### src/rtl/dmac_pri_arb.sv
// DMA channel priority arbiter: one registered one-hot grant, priority preemption at last ack.
// Define DMAC_PRI_ARB_RR_EN for round-robin tie-breaking among equal-priority channels.
module dmac_pri_arb #(
  parameter int NUM_CH = 7,
  parameter int PRI_W  = 3,
  parameter int IDX_W  = 3
) (
  input  logic                      CLK,
  input  logic                      RST_SYNC_N,
  input  logic                      EN,
  input  logic [NUM_CH-1:0]         CH_EN_IN,
  input  logic [NUM_CH*PRI_W-1:0]   CH_PRI_IN,
  input  logic [NUM_CH-1:0]         REQ_IN,
  input  logic                      BUS_LAST_ACK_IN,
  output logic [NUM_CH-1:0]         CH_SEL_OUT,
  output logic                      GNT_VLD_OUT,
  output logic [IDX_W-1:0]          GNT_IDX_OUT,
  output logic                      PREEMPT_OUT
);

  typedef enum logic [0:0] {ST_IDLE = 1'b0, ST_BUSY = 1'b1} state_t;

  state_t              state_r, state_nxt_s;
  logic [NUM_CH-1:0]   sel_r, sel_nxt_s;
  logic [IDX_W-1:0]    idx_r, idx_nxt_s;
  logic                vld_r, vld_nxt_s;
  logic                pre_r, pre_nxt_s;
  logic [NUM_CH-1:0]   elig_s;
  logic [PRI_W-1:0]    min_pri_s, cur_pri_s;
  logic [IDX_W-1:0]    win_s;
  logic                cur_elig_s;
  logic                any_s;
  logic                take_s;
`ifdef DMAC_PRI_ARB_RR_EN
  logic [IDX_W-1:0]    ptr_r;
`endif

  assign elig_s = CH_EN_IN & REQ_IN;
  assign any_s  = |elig_s;

  // Winner selection: lowest priority value, then tie-break; also the held channel's status.
  always_comb begin
    min_pri_s  = {PRI_W{1'b1}};
    cur_pri_s  = {PRI_W{1'b1}};
    cur_elig_s = 1'b0;
    win_s      = {IDX_W{1'b0}};
    for (int i = 0; i < NUM_CH; i++) begin
      min_pri_s  = (elig_s[i] && (CH_PRI_IN[i*PRI_W +: PRI_W] < min_pri_s)) ?
                   CH_PRI_IN[i*PRI_W +: PRI_W] : min_pri_s;
      cur_pri_s  = (i == int'(idx_r)) ? CH_PRI_IN[i*PRI_W +: PRI_W] : cur_pri_s;
      cur_elig_s = (i == int'(idx_r)) ? elig_s[i] : cur_elig_s;
    end
`ifdef DMAC_PRI_ARB_RR_EN
    // Walk the search order backwards so the first hit after the pointer is the last written.
    for (int k = NUM_CH - 1; k >= 0; k--) begin
      int j;
      j = int'(ptr_r) + 1 + k;
      j = (j >= NUM_CH) ? (j - NUM_CH) : j;
      win_s = (elig_s[j] && (CH_PRI_IN[j*PRI_W +: PRI_W] == min_pri_s)) ? IDX_W'(j) : win_s;
    end
    take_s = BUS_LAST_ACK_IN && (win_s != idx_r);
`else
    for (int k = NUM_CH - 1; k >= 0; k--) begin
      win_s = (elig_s[k] && (CH_PRI_IN[k*PRI_W +: PRI_W] == min_pri_s)) ? IDX_W'(k) : win_s;
    end
    take_s = BUS_LAST_ACK_IN && (min_pri_s < cur_pri_s);
`endif
  end

  // Next-state and next-output logic for the IDLE/BUSY grant machine.
  always_comb begin
    state_nxt_s = state_r;
    sel_nxt_s   = sel_r;
    idx_nxt_s   = idx_r;
    vld_nxt_s   = vld_r;
    pre_nxt_s   = 1'b0;
    case (state_r)
      ST_IDLE: begin
        if (any_s) begin
          state_nxt_s = ST_BUSY;
          sel_nxt_s   = {{(NUM_CH-1){1'b0}}, 1'b1} << win_s;
          idx_nxt_s   = win_s;
          vld_nxt_s   = 1'b1;
        end else begin
          state_nxt_s = ST_IDLE;
        end
      end
      ST_BUSY: begin
        if (!cur_elig_s) begin
          if (any_s) begin
            sel_nxt_s   = {{(NUM_CH-1){1'b0}}, 1'b1} << win_s;
            idx_nxt_s   = win_s;
          end else begin
            state_nxt_s = ST_IDLE;
            sel_nxt_s   = {NUM_CH{1'b0}};
            idx_nxt_s   = {IDX_W{1'b0}};
            vld_nxt_s   = 1'b0;
          end
        end else if (take_s) begin
          sel_nxt_s = {{(NUM_CH-1){1'b0}}, 1'b1} << win_s;
          idx_nxt_s = win_s;
          pre_nxt_s = 1'b1;
        end else begin
          state_nxt_s = ST_BUSY;
        end
      end
      default: begin
        state_nxt_s = ST_IDLE;
        sel_nxt_s   = {NUM_CH{1'b0}};
        idx_nxt_s   = {IDX_W{1'b0}};
        vld_nxt_s   = 1'b0;
      end
    endcase
  end

  // State and output registers; EN low freezes everything but forces the preempt pulse low.
  always_ff @(posedge CLK) begin
    if (!RST_SYNC_N) begin
      state_r <= ST_IDLE;
      sel_r   <= {NUM_CH{1'b0}};
      idx_r   <= {IDX_W{1'b0}};
      vld_r   <= 1'b0;
      pre_r   <= 1'b0;
`ifdef DMAC_PRI_ARB_RR_EN
      ptr_r   <= IDX_W'(NUM_CH - 1);
`endif
    end else if (EN) begin
      state_r <= state_nxt_s;
      sel_r   <= sel_nxt_s;
      idx_r   <= idx_nxt_s;
      vld_r   <= vld_nxt_s;
      pre_r   <= pre_nxt_s;
`ifdef DMAC_PRI_ARB_RR_EN
      ptr_r   <= vld_nxt_s ? idx_nxt_s : ptr_r;
`endif
    end else begin
      pre_r   <= 1'b0;
    end
  end

  assign CH_SEL_OUT  = sel_r;
  assign GNT_VLD_OUT = vld_r;
  assign GNT_IDX_OUT = idx_r;
  assign PREEMPT_OUT = pre_r;

endmodule

### config.mk
export PLATFORM = sky130hd
export DESIGN_NAME = dmac_pri_arb
export DESIGN_NICKNAME = d
export VERILOG_FILES = /design/src/rtl/dmac_pri_arb.sv
export SDC_FILE = /design/constraint.sdc
export NUM_CORES = 1
export LEC_CHECK = 0
export BUFFER_PORTS_ARGS = -buffer_cell sky130_fd_sc_hd__buf_2
export CELL_PAD_IN_SITES_DETAIL_PLACEMENT = 1
export CELL_PAD_IN_SITES_GLOBAL_PLACEMENT = 1
export CORE_MARGIN = 10
export CORE_UTILIZATION = 25
export DETAILED_ROUTE_END_ITERATION = 6
export GPL_ROUTABILITY_DRIVEN = 0
export PLACE_DENSITY = 0.62
export SLEW_MARGIN = 20
export SYNTH_ARGS = -nofsm -noshare
export SYNTH_HDL_FRONTEND = slang
export SYNTH_SLANG_ARGS = --single-unit
### constraint.sdc
create_clock -name CLK -period 6.4 [get_ports CLK]
set_input_delay 0 -clock CLK [delete_from_list [all_inputs] [get_ports CLK]]
set_output_delay 0 -clock CLK [all_outputs]
set_load 0.005 [all_outputs]
==> metrics.txt <==
die area ~0.013 mm2; unrepaired setup endpoints after global routing no; Yosys Warn Count 0; top cells by count, synth 40 x nand2_1, 23 x nor2_1, 20 x o21ai_0, 18 x a21oi_1, 13 x dfxtp_1; syn nets between 300 and 400; vias ~2.5k; number of cell rows 34; most area-hungry cell type in the Yosys netlist dfxtp_1; drt wl/cell ~18 um; power density over the cells between 150 and 200 mW/mm2; ANT cells 0; HP Class in -> reg; Relative slew margins 0.485; io pins about 50; chip width 114 um; post-synth top area share 0.118; root buf cell clkbuf_8; most used cell, CP a21oi_1; Crit path required time about 6.6 ns; Final Max Slew Viols 0; nets between 300 and 400; Fin. Hold Viols 0; min Tclk post-route 5.68 ns; peak supply drop a little under 0.05 mV; crit path DAT 5.85 ns; Synth area leaders dfxtp_1 12%, nand2_1 6.8%, o21ai_0 4.5%; Worst-Skew Late Latency around 0.24 ns; CTS sink count 13; buffers added on ports 50; CTS tree done; TritonRoute pass-1 iters 4; clock buffer depth 2; Total Neg Setup Slack 0 ns; Fin Clk Skew between 0.004 and 0.005 ns; Slew @ Worst Pin about 0.77 ns; drt initial violations roughly 130; largest net degree at the start of global routing 15; vias per cell roughly 5.5; share of post-route cells with drive strength above 1 0.234; Final setup viols 0; Synth async-reset ratio 0; Chip Height 114 um; hold slack final around 0.033 ns; htree depth 1; Yosys reg bits 13; slowest stage delay, CP 0.47 ns; Core Area ~0.0087 mm2; Layout area overhead 18.2%; Initial Utilization 0.255; Synth Area per Inst 7.18 um2; register area share after synthesis 0.118; CTS Hold Bufs 0; crit path launch type input port; Reg clk slew, reported paths about 0.060 ns; CTS Buf Count 3; post-synth cell types 73; Synth Instances about 300; DRC Markers 0; Max Fanout on Critical Path 10; CP max stage cell a2111oi_4; max cap viols 0; hpwl dp between 6000 and 7000 um; vias in the first global route ~2.8k; status complete, no violations; Tcrit/Tclk final 0.888; post-detailed-routing wire length slightly above 8000 um; antenna-violating nets left 0; most common cell in the synthesized netlist nand2_1; Top FF cell, synth dfxtp_1; maximum clock frequency between 0.15 and 0.2 GHz; Overflow after GRT 0; Mapped Area 0.00221 mm2; CP Class in -> reg; Worst Setup End Kind register; antenna violations before repair 0; EDFF count, synth 0; LEAKAGE 1.04 nW; total track usage 0.127; first-pass GRT wire length around 14,000 um
-- placed cells by master, fill, tap and decap left out, types with 5 or more instances in the layout --
cell      instances
a211oi_1          6
a21oi_1          18
buf_2            50
dfxtp_1          13
ha_1              5
inv_1            11
mux2i_1           9
nand2_1          40
nand3_1           8
nor2_1           23
nor2b_1           9
o211ai_1          9
o21ai_0          19
xnor2_1          11
-- metrics by stage --
| step | instances | setup slack [ns] | power, mW | utilization | cell area (um2) |
|---|---|---|---|---|---|
| 2_1_floorplan | 308 | 1.18 | 0.250 | - | 2210 |
| 3_3_place_gp | 453 | 0.622 | 0.312 | 0.294 | 2550 |
| 3_5_place_dp | 453 | 0.274 | 0.317 | 0.294 | 2550 |
| 4_1_cts | 457 | 0.513 | 0.393 | 0.300 | 2600 |
| 5_1_grt | 458 | 0.0334 | 0.428 | 0.301 | 2610 |
| 6_report | 458 | 0.716 | 0.392 | 0.301 | 2610 |
-- report_power, final --
part | internal [mW] | leakage [nW] | switching, mW
Combinational | 0.0931 | 0.916 | 0.133
Sequential | 0.0858 | 0.106 | 0.00663
Clock | 0.0440 | 0.0228 | 0.0296
Total | 0.223 | 1.04 | 0.169
-- layer usage --
layer / vias up / routed length, um / part of all wire / GRT usage
met3: 7 / 318 / 0.038 / 0.0168
li1: 1251 / - / - / -
met2: 45 / 3860 / 0.47 / 0.218
met1: 1231 / 4040 / 0.49 / 0.166
met4: 0 / 61 / 0.0074 / 0.0251
met5: - / 0 / 0 / 0
-- worst paths after layout --
check	from	end	slack [ns]	cells past startpoint
max	CH_PRI_IN[8]	CH_SEL_OUT[5]	0.72	30
min	EN	state_r	0.03	2
max reg2reg	GNT_IDX_OUT[1]	CH_SEL_OUT[5]	3.21	10
min reg2reg	CH_SEL_OUT[2]	CH_SEL_OUT[2]	0.45	2
-- registers in the layout (all words and copies together), names as in the netlist --
register     flops
PREEMPT_OUT      1
GNT_VLD_OUT      1
GNT_IDX_OUT      3
state_r          1
CH_SEL_OUT       7
-- cells by family (layout without fill, tap and decap cells) --
kind of cell / after synthesis / count (layout) / synth area share
multiplexers: 16 / 16 / 0.0916
buffers and inverters: 28 / 70 / 0.0498
AO/OA/AOI/OAI: 109 / 109 / 0.364
adder cells (fa/ha/maj): 7 / 7 / 0.0379
AND/OR/NAND/NOR: 123 / 123 / 0.291
flip-flops: 13 / 13 / 0.118
XOR/XNOR: 12 / 12 / 0.0475
-- worst max-delay path: cells and delay by family --
family | cells | cell delay (ns)
compound gates | 14 | 3.13
simple gates | 8 | 1.17
fa+ha+maj | 3 | 0.67
buf+inv | 4 | 0.49
mux | 1 | 0.38
-- final cells by class --
cell class                      instances  area [um2]
Fill cell                            1120        6060
Multi-Input combinational cell        267        1850
Timing Repair Buffer                   54         280
Sequential cell                        13         260
Tap cell                              108         135
Clock buffer                            4        45.0
Inverter                               12        45.0
-- repair_timing --
action,CTS,global route
resized for setup,0,2
hold endpoints to repair,0,0
endpoints found under the setup margin,0,8
setup buffers,0,1
Power figures use the tool's default switching activity.
